<file path="config.mk">
export PLATFORM = sky130hd
export DESIGN_NAME = mantle_array_serializer_flat
export DESIGN_NICKNAME = d
export VERILOG_FILES = /design/src/rtl/mantle_array_serializer_if.sv /design/src/rtl/mantle_array_serializer.sv /design/src/flat_wrapper.sv
export SDC_FILE = /design/constraint.sdc
export NUM_CORES = 1
export LEC_CHECK = 0
export ABC_CLOCK_PERIOD_IN_PS = 5050
export CORE_UTILIZATION = 54
export CTS_CLUSTER_DIAMETER = 100
export CTS_CLUSTER_SIZE = 14
export DETAILED_ROUTE_END_ITERATION = 8
export GPL_ROUTABILITY_DRIVEN = 0
export GPL_TIMING_DRIVEN = 0
export PLACE_DENSITY_LB_ADDON = 0.2
export SYNTH_ARGS = -nofsm -noshare
export SYNTH_HDL_FRONTEND = slang
export SYNTH_SLANG_ARGS = --single-unit
export TNS_END_PERCENT = 20
</file>
<file path="constraint.sdc">
create_clock -name clk -period 5.05 [get_ports clk]
set_input_delay 0.7575 -clock clk [delete_from_list [all_inputs] [get_ports clk]]
set_output_delay 0.7575 -clock clk [all_outputs]
set_load 0.02 [all_outputs]
</file>
<file path="src/rtl/mantle_array_serializer_if.sv">
`default_nettype none
//------------------------------------------------------------------------------
// Module   : mantle_array_serializer_if
// Brief    : Array-in / word-out handshake bundle for the array serializer.
// Revision : 1.0 - initial release
//------------------------------------------------------------------------------
interface mantle_array_serializer_if #(
    parameter int WIDTH = 32,
    parameter int LEN   = 15
);
    localparam int IDXW = (LEN > 1) ? $clog2(LEN) : 1;

    logic [WIDTH-1:0] in [LEN];
    logic             in_valid;
    logic             in_ready;
    logic [WIDTH-1:0] out;
    logic             out_valid;
    logic             out_ready;
    logic             out_last;
    logic [IDXW-1:0]  out_idx;

    // Array producer and word consumer, seen from outside the serializer.
    modport master (
        output in, in_valid, out_ready,
        input  in_ready, out, out_valid, out_last, out_idx
    );

    modport slave (
        input  in, in_valid, out_ready,
        output in_ready, out, out_valid, out_last, out_idx
    );
endinterface
`default_nettype wire

</file>
<file path="src/rtl/mantle_array_serializer.sv">
`default_nettype none
//------------------------------------------------------------------------------
// Module   : mantle_array_serializer
// Brief    : Buffers a LEN-word array and streams it lowest index first.
// Revision : 1.0 - initial release
//------------------------------------------------------------------------------
module mantle_array_serializer #(
    parameter int WIDTH = 32,
    parameter int LEN   = 15
) (
    input  wire logic                  clk,
    input  wire logic                  rst_n,
    mantle_array_serializer_if.slave   bus
);
    localparam int IDXW = (LEN > 1) ? $clog2(LEN) : 1;
    localparam logic [IDXW-1:0] c_last_idx = IDXW'(LEN - 1);
    localparam logic [IDXW-1:0] c_one      = IDXW'(1);

    typedef enum logic [0:0] {
        ST_IDLE = 1'b0,
        ST_SEND = 1'b1
    } state_t;

    state_t           r_state;
    state_t           w_state_nxt;
    logic [IDXW-1:0]  r_idx;
    logic [IDXW-1:0]  w_idx_nxt;
    logic             w_load;
    logic [WIDTH-1:0] r_buf [LEN];

    logic w_send;
    logic w_last;
    logic w_acc;
    logic w_beat;

    assign w_send = rst_n && (r_state == ST_SEND);
    assign w_last = w_send && (r_idx == c_last_idx);
    assign w_acc  = bus.in_valid && bus.in_ready;
    assign w_beat = w_send && bus.out_ready;

    // Next array is taken during the last-word beat so frames abut.
    assign bus.in_ready  = rst_n && ((r_state == ST_IDLE) || (w_last && bus.out_ready));
    assign bus.out_valid = w_send;
    assign bus.out_last  = w_last;
    assign bus.out       = r_buf[r_idx];
    assign bus.out_idx   = r_idx;

    always_comb begin
        w_state_nxt = r_state;
        w_idx_nxt   = r_idx;
        w_load      = 1'b0;
        case (r_state)
            ST_IDLE: begin
                if (w_acc) begin
                    w_state_nxt = ST_SEND;
                    w_idx_nxt   = '0;
                    w_load      = 1'b1;
                end
            end
            ST_SEND: begin
                if (w_beat) begin
                    if (r_idx != c_last_idx) begin
                        w_idx_nxt = r_idx + c_one;
                    end else if (w_acc) begin
                        w_idx_nxt = '0;
                        w_load    = 1'b1;
                    end else begin
                        w_state_nxt = ST_IDLE;
                        w_idx_nxt   = '0;
                    end
                end
            end
            default: begin
                w_state_nxt = ST_IDLE;
                w_idx_nxt   = '0;
            end
        endcase
    end

    always_ff @(posedge clk) begin
        if (!rst_n) begin
            r_state <= ST_IDLE;
            r_idx   <= '0;
            for (int i = 0; i < LEN; i++) begin
                r_buf[i] <= '0;
            end
        end else begin
            r_state <= w_state_nxt;
            r_idx   <= w_idx_nxt;
            if (w_load) begin
                r_buf <= bus.in;
            end
        end
    end
endmodule
`default_nettype wire
</file>
<file path="src/flat_wrapper.sv">
// flat-port wrapper written by rule: the top's interface ports become plain ports
module mantle_array_serializer_flat 
#(
    parameter int WIDTH = 32,
    parameter int LEN   = 15
)
  (clk, rst_n, bus_in, bus_in_valid, bus_out_ready, bus_in_ready, bus_out, bus_out_valid, bus_out_last, bus_out_idx);
  mantle_array_serializer_if #(.WIDTH(WIDTH), .LEN(LEN)) bus_i ();
  input  wire logic clk;
  input  wire logic rst_n;
  input wire logic [$bits(bus_i.in)-1:0] bus_in;
  input wire logic [$bits(bus_i.in_valid)-1:0] bus_in_valid;
  input wire logic [$bits(bus_i.out_ready)-1:0] bus_out_ready;
  output wire logic [$bits(bus_i.in_ready)-1:0] bus_in_ready;
  output wire logic [$bits(bus_i.out)-1:0] bus_out;
  output wire logic [$bits(bus_i.out_valid)-1:0] bus_out_valid;
  output wire logic [$bits(bus_i.out_last)-1:0] bus_out_last;
  output wire logic [$bits(bus_i.out_idx)-1:0] bus_out_idx;
  assign bus_i.in = {>>{bus_in}};
  assign bus_i.in_valid = bus_in_valid;
  assign bus_i.out_ready = bus_out_ready;
  assign bus_in_ready = bus_i.in_ready;
  assign bus_out = bus_i.out;
  assign bus_out_valid = bus_i.out_valid;
  assign bus_out_last = bus_i.out_last;
  assign bus_out_idx = bus_i.out_idx;
  mantle_array_serializer #(.WIDTH(WIDTH), .LEN(LEN)) u_core (.clk(clk), .rst_n(rst_n), .bus(bus_i));
endmodule
</file>
# == Word level (Yosys, flattened, before mapping) ==
# Index checks and enable logic that the tools add are counted.
# word_totals
latchBits,0
romBits,0
in_bits,484
reg_bits,485
output_inout_bits,39
elab_cells,47
n_memories,0
ramBits,0
# classes
div_mod_pow,0
multipliers,0
n_eq_ne,4
bitwise,2
reduce_logical,8
shift,0
muxes,14
n_lt_le_gt_ge,1
n_addsub,1
# op_table
operator,n
binary-select mux 32 bit (select 4 bit),1
two-way mux 32 bit,2
two-way mux 4 bit,3
one-hot mux 4 bit (2 select lines),1
logical AND 1 bit,6
>= comparator 5 bit (second input constant),1
two-way mux 1 bit,5
NOT 4 -> 5 bit,1
adder 4 x 1 -> 4 bit (second input constant),1
== test 4 bit (second input constant),1
!= test 4 bit (second input constant),1
one-hot mux 1 bit (2 select lines),2
!= test 2 x 1 -> 1 bit (second input constant),1
!= test 2 bit (second input constant),1
AND reduction 2 bit,1
logical OR 1 bit,1
NOT 1 bit,1

# == Depth between registers and ports, before layout ==
# Gate-level depths: netlist of the first run.
# logic_depth
depth_word,10
mapped_depth,13
ltp_nobuf,6

# == Worst setup path after synthesis of the first run ==
# OpenSTA, ideal clock, no wires.
# synth_path
path_type,flip-flop to output port
from,register u_core.r_idx[0] (netlist: u_core.bus.out_idx[0])
to,output bus_in_ready
t_arrival_ps,2001
required_time_ps,4293
slack_ps,2291
n_path_buf,4
stages_incl_launch_ff,9
cell_sequence,dfxtp_1 > buf_6 > buf_12 > buf_8 > inv_2 > buf_2 > ha_1 > nand4_1 > a21boi_0
# synth_between
elab_chain_cells,5
# synth_lines
element,line,rtl
start: declaration,mantle_array_serializer.sv:26,logic [IDXW-1:0] r_idx;
start signal: assignment,mantle_array_serializer.sv:89,r_idx <= w_idx_nxt;
== test 4 bit,mantle_array_serializer.sv:37,assign w_last = w_send && (r_idx == c_last_idx);
logical AND 1 bit,mantle_array_serializer.sv:37,
logical AND 1 bit,mantle_array_serializer.sv:42,assign bus.in_ready = rst_n && ((r_state == ST_IDLE) || (w_last && bus.out_ready));
logical OR 1 bit,mantle_array_serializer.sv:42,
logical AND 1 bit,mantle_array_serializer.sv:42,
end: declaration,flat_wrapper.sv:14,output wire logic [$bits(bus_i.in_ready)-1:0] bus_in_ready;
# No other way between the ends.

# == Final worst setup path of the first run ==
# layout_path
from,register u_core.r_idx[1] (netlist: u_core.bus.out_idx[1])
to,output bus_out[6]
# layout_between
elab_chain_cells,4
# layout_lines
element,line,rtl
NOT 4 -> 5 bit (not written as such),mantle_array_serializer.sv:45,assign bus.out = r_buf[r_idx];
binary-select mux 32 bit (select 4 bit),mantle_array_serializer.sv:45,
two-way mux 32 bit (not written as such) (2 in a row),mantle_array_serializer.sv:45,
end: declaration,flat_wrapper.sv:15,output wire logic [$bits(bus_i.out)-1:0] bus_out;
# No other way between the ends. The select of a mux whose other input is x is not followed.

==> results of run 1 <==
## report_power, final
| part | internal, mW | switching (mW) |
|---|---|---|
| clock network | 1.43 | 1.37 |
| logic | 0.681 | 0.686 |
| registers | 4.04 | 0.125 |
## final cells by class
type	instances	share of cell area [%]
Multi-Input combinational cell	1758	38.4
Antenna cell	1	0.00874
Tap cell	525	2.29
Clock inverter	1	0.0262
Timing Repair Buffer	521	18.2
Sequential cell	485	33.9
Clock buffer	41	3.58
Buffer	210	3.54
Inverter	3	0.0393
## synthesized netlist by cell type, types with 16 or more instances
master | instances | area (µm²)
a21oi_1 | 18 | 90.1
dfxtp_1 | 485 | 9710
o21ai_0 | 16 | 80.1
mux2i_1 | 50 | 500
nor3_1 | 16 | 80.1
mux4_2 | 96 | 2160
mux2_2 | 16 | 180
a221oi_1 | 16 | 140
clkbuf_1 | 102 | 383
a21boi_1 | 133 | 998
buf_2 | 88 | 440
o21ai_1 | 16 | 80.1
a21boi_0 | 350 | 2630
nand2_1 | 991 | 3720
## layer usage
metal	part of all wire [%]	track usage, %	up-vias
met2	46	66.1	1327
li1	-	-	9363
met5	0	0	-
met3	10	7.83	291
met1	36	47.8	9831
met4	7.4	27.0	0
## path summary, 6_finish.rpt
path / start / to / depth (start not counted)
setup / recovery: u_core.bus.out_idx[1]$_SDFFE_PN0P_ / bus_out[6] / 8
hold / removal: u_core.r_buf[367]$_SDFFE_PN0P_ / u_core.r_buf[367]$_SDFFE_PN0P_ / 2
hold reg to reg: u_core.r_buf[367]$_SDFFE_PN0P_ / u_core.r_buf[367]$_SDFFE_PN0P_ / 2
setup reg to reg: u_core.bus.out_idx[0]$_SDFFE_PN0P_ / u_core.r_buf[226]$_SDFFE_PN0P_ / 13
## stage by stage
| step | setup slack (ns) | utilization [%] | hold slack (ns) |
|---|---|---|---|
| global route | 0.136 | 72.1 | 0.473 |
| floorplan | 2.29 | - | 0.432 |
| CTS | 0.424 | 72.1 | 0.453 |
| global placement | 1.05 | 69.5 | 0.438 |
| finish | 0.256 | 72.1 | 0.455 |
| detailed placement | 1.04 | 69.5 | 0.444 |
## critical path, delay by kind of cell, from the launching register on
family          cells  cell delay, ns
compound gates      3            1.27
buf+inv             4            1.59
simple gates        1            0.22
flops               1            0.40
## registers in the layout (all words and copies together), names as in the netlist
name                flops
u_core.r_state          1
u_core.r_buf          480
u_core.bus.out_idx      4
## cell families after synthesis
family          Yosys count
compound gates          570
buf+inv                 213
simple gates           1024
fa+ha+maj                 2
mux                     162
flops                   485
==> results.py, run 1 <==
metrics = {
    "outcome": {
        "status": "complete, no violations",
    },
    "placement": {
        "hpwlAfterDp_um": 66900,
        "post-place-cells": 3502,
        "io_buffers": 521,
        "place_area_um2": 27600,
    },
    "layout": {
        "regArea_um2": 9710,
        "n_fill_cell": 2994,
        "design_area_um2": 28600,
        "nets": 3505,
        "multi_input_area_um2": 11000,
        "layout_common_cells": "991 x nand2_1, 521 x clkdlybuf4s50_1, 485 x dfxtp_1",
        "final_common_cell": "nand2_1",
        "drive_gt1_share_pct": 8.61,
        "stdcell_count": 3545,
        "syn2layout_area_growth_pct": 31.8,
    },
    "timing": {
        "fin_skew_ns": 0.0119,
        "report.final.slew_viol_count": 0,
        "rsz0062_at_grt": "no",
        "tns_ns": 0,
        "timing.final.hold_violations": 0,
        "period_needed_ns": 4.79,
        "fmax_mhz": 209,
        "relSlewSlack_pct": 35.7,
        "timing.final.crit_share_pct": 94.9,
        "worstMarginPinSlew_ns": 0.965,
        "setup_viol": 0,
    },
    "route": {
        "viasPerCell": 5.87,
        "drc": 0,
        "wirelength_um": 84300,
        "wl_per_cell_um": 23.8,
        "drtIter0Drc": 2151,
        "ant_nets": 0,
        "dr_total_vias": 20800,
        "drt_first_pass_iters": 7,
    },
    "logic_synthesis": {
        "avgSynthCellArea_um2": 8.85,
        "synthArstFlopShare_pct": 0,
        "seq_area_frac_synth_pct": 44.7,
        "synth_compound_area_share_pct": 19.4,
        "synthMuxAreaShare_pct": 13.1,
        "synth_area_um2": 21700,
        "synth_nets": 2942,
        "synth_top_family_by_area": "compound AO/OA/AOI/OAI gates",
        "synthSimpleGateAreaFrac_pct": 18.0,
        "synth_xor_area_share_pct": 0,
        "synth_edf_count": 0,
        "yosys_warnings": 0,
        "synthCells": 2456,
        "synth_flop_cell": "dfxtp_1",
        "synth.ff_latch_count": 485,
        "ys_types": 36,
        "synthAdderAreaFrac_pct": 0.115,
    },
    "global_routing": {
        "antenna_found_initial": 3,
        "grt_pass1_wl_um": 122000,
        "grt_pass1_vias": 20600,
        "grt_max_degree": 15,
        "grt_overflow_total": 0,
        "grt.total_usage_pct": 40.2,
    },
    "pwr": {
        "leakagePower_nw": 10.3,
        "p_total_mw": 8.34,
        "ir_drop_mv": 0.218,
        "powerDensity_nw_per_um2": 291,
    },
    "floorplan": {
        "pin_count": 523,
        "die_h_um": 203,
        "die_w_um": 203,
        "core_um2": 39700,
        "initial_utilization_pct": 54.7,
        "row_count": 73,
        "die-area_um2": 41000,
    },
    "worst_setup_path": {
        "end_kind": "output pin",
        "crit_path_max_fanout": 10,
        "path_class": "flip-flop to output pin",
        "slowest_stage": "a221oi_1",
        "cp.arrival_ns": 4.04,
        "path_cells": "buf_2 > buf_2 > nor2_1 > buf_2 > a221oi_1 > o21ai_1 > a21oi_1 > clkdlybuf4s50_1",
        "slowest_delay_ns": 0.74,
        "crit_top_cell": "buf_2",
        "cp-start-kind": "flip-flop",
        "r2r_setup_slack_ns": 1.52,
        "crit_required_ns": 4.29,
    },
    "cts": {
        "cts_tree": "done",
        "cts-resized-gates": 0,
        "cts_setup_buffers": 0,
        "cts_root_buffer": "clkbuf_16",
        "htreeDepth": 2,
        "cts_buffers": 40,
        "hold_buffers": 0,
        "clock_latency_ns": 0.55,
        "clk_path_buf_depth": 3,
        "cts_num_sinks": 485,
        "clkSlewWorstSetupHoldPaths_ns": 0.07,
    },
    "hold_path": {
        "hold_class": "flip-flop to flip-flop",
    },
    "run": {
        "maxCapViolations": 0,
    },
}
Power figures use the tool's default switching activity.
==> run 2, diff against run 1 <==
--- a/config.mk
+++ b/config.mk
@@ -6,13 +6,17 @@
 export NUM_CORES = 1
 export LEC_CHECK = 0
 export ABC_CLOCK_PERIOD_IN_PS = 5050
-export CORE_UTILIZATION = 54
+export CELL_PAD_IN_SITES_DETAIL_PLACEMENT = 0
+export CELL_PAD_IN_SITES_GLOBAL_PLACEMENT = 1
+export CORE_MARGIN = 5
+export CORE_UTILIZATION = 40
 export CTS_CLUSTER_DIAMETER = 100
 export CTS_CLUSTER_SIZE = 14
 export DETAILED_ROUTE_END_ITERATION = 8
 export GPL_ROUTABILITY_DRIVEN = 0
 export GPL_TIMING_DRIVEN = 0
 export PLACE_DENSITY_LB_ADDON = 0.2
+export SLEW_MARGIN = 5
 export SYNTH_ARGS = -nofsm -noshare
 export SYNTH_HDL_FRONTEND = slang
 export SYNTH_SLANG_ARGS = --single-unit
==> results.py, run 2 (synthesized netlist as in run 1, its figures left out) <==
metrics = {
    "pwr": {
        "p_total_mw": 8.37,
        "leakagePower_nw": 10.3,
        "ir_drop_mv": 0.232,
        "powerDensity_nw_per_um2": 290,
    },
    "cts": {
        "cts-resized-gates": 0,
        "cts_num_sinks": 485,
        "cts_tree": "done",
        "hold_buffers": 0,
        "clkSlewWorstSetupHoldPaths_ns": 0.07,
        "cts_root_buffer": "clkbuf_16",
        "cts_buffers": 40,
        "clock_latency_ns": 0.57,
        "clk_path_buf_depth": 3,
        "htreeDepth": 2,
        "cts_setup_buffers": 0,
    },
    "floorplan": {
        "row_count": 85,
        "die-area_um2": 59100,
        "initial_utilization_pct": 40.4,
        "die_w_um": 243,
        "core_um2": 53800,
        "pin_count": 523,
        "die_h_um": 243,
    },
    "layout": {
        "n_fill_cell": 5094,
        "nets": 3505,
        "final_common_cell": "nand2_1",
        "largest_reg_flops": 480,
        "regArea_um2": 9710,
        "layout_common_cells": "991 x nand2_1, 521 x clkdlybuf4s50_1, 485 x dfxtp_1",
        "design_area_um2": 28900,
        "drive_gt1_share_pct": 8.61,
        "multi_input_area_um2": 11000,
        "syn2layout_area_growth_pct": 32.8,
        "regMostFlops": "u_core.r_buf",
    },
    "worst_setup_path": {
        "crit_path_max_fanout": 10,
        "crit_required_ns": 4.29,
        "end_kind": "output pin",
        "cp.arrival_ns": 4.22,
        "path_class": "flip-flop to output pin",
        "r2r_setup_slack_ns": 1.40,
        "cp-start-kind": "flip-flop",
    },
    "timing": {
        "timing.final.crit_share_pct": 98.5,
        "fin_skew_ns": 0.0128,
        "worstMarginPinSlew_ns": 1.11,
        "period_needed_ns": 4.97,
        "relSlewSlack_pct": 25.7,
        "setup_viol": 0,
        "timing.final.hold_violations": 0,
        "report.final.slew_viol_count": 0,
        "setup_slack_ns": 0.0761,
        "rsz0062_at_grt": "no",
        "tns_ns": 0,
        "fmax_mhz": 201,
    },
    "route": {
        "wirelength_um": 92300,
        "drt_first_pass_iters": 5,
        "ant_nets": 0,
        "dr_total_vias": 20000,
        "drtIter0Drc": 1403,
        "wl_per_cell_um": 24.8,
        "drc": 0,
        "viasPerCell": 5.38,
    },
    "global_routing": {
        "grt.total_usage_pct": 29.9,
        "antenna_found_initial": 10,
        "grt_pass1_wl_um": 131000,
        "grt_pass1_vias": 20300,
        "grt_overflow_total": 0,
        "grt_max_degree": 15,
    },
    "hold_path": {
        "hold_class": "flip-flop to flip-flop",
    },
    "placement": {
        "io_buffers": 521,
        "dpl_worst_slack_ns": 0.852,
        "place_area_um2": 27800,
        "hpwlAfterDp_um": 74800,
    },
    "outcome": {
        "status": "complete, no violations",
    },
    "run": {
        "maxCapViolations": 0,
    },
}
[run 2: changes by cell type in the layout (fill, tap and decap cells not counted)]
cell / before / now
diode_2: 1 / 4
[run 2: stage by stage]
step	std cells	hold slack [ns]	util (%)
6_report	3719	0.452	53.6
5_1_grt	3715	0.468	53.6
4_1_cts	3715	0.451	53.6
3_5_place_dp	3673	0.442	51.7
3_3_place_gp	3673	0.438	51.7
2_1_floorplan	2456	0.432	-
[run 2: layout make-up]
type	instances	share of cell area [%]
diodes	4	0.0347
flip-flops and latches	485	33.6
well taps	696	3.02
clock inverters	1	0.0260
multi-input cells	1758	38.1
repair buffers	521	18.1
inverters	3	0.0390
clock buffers	41	3.55
plain buffers	210	3.52
[run 2: worst max-delay path, stage by stage, from the launching register on]
cell and delay (ns):
dfxtp_1 0.41, buf_2 0.31, buf_2 0.35, nor2_1 0.24
buf_2 0.26, a221oi_1 0.85, o21ai_1 0.15, a21oi_1 0.38
clkdlybuf4s50_1 0.69
[run 2: power breakdown]
group	switching, mW	internal [mW]	leakage [nW]	total (mW)
Combinational	0.692	0.681	5.83	1.37
Sequential	0.121	4.04	3.98	4.16
Clock	1.40	1.43	0.505	2.84
Total	2.21	6.16	10.3	8.37
[run 2: path summary, 6_finish.rpt]
check | end | startpoint | cells past startpoint
worst max register to register | u_core.r_buf[375]$_SDFFE_PN0P_ | u_core.bus.out_idx[0]$_SDFFE_PN0P_ | 13
worst max-delay path | bus_out[8] | u_core.bus.out_idx[1]$_SDFFE_PN0P_ | 8
worst min-delay path | u_core.r_buf[414]$_SDFFE_PN0P_ | u_core.r_buf[414]$_SDFFE_PN0P_ | 2
worst min register to register | u_core.r_buf[414]$_SDFFE_PN0P_ | u_core.r_buf[414]$_SDFFE_PN0P_ | 2
[run 2: per-layer routing]
layer / vias up / GRT usage (%) / routed length (µm)
met3: 137 / 5.12 / 6430
met5: - / 0 / 23
met1: 9677 / 37.1 / 36800
met2: 829 / 52.5 / 45700
li1: 9376 / - / -
met4: 4 / 10.3 / 3360
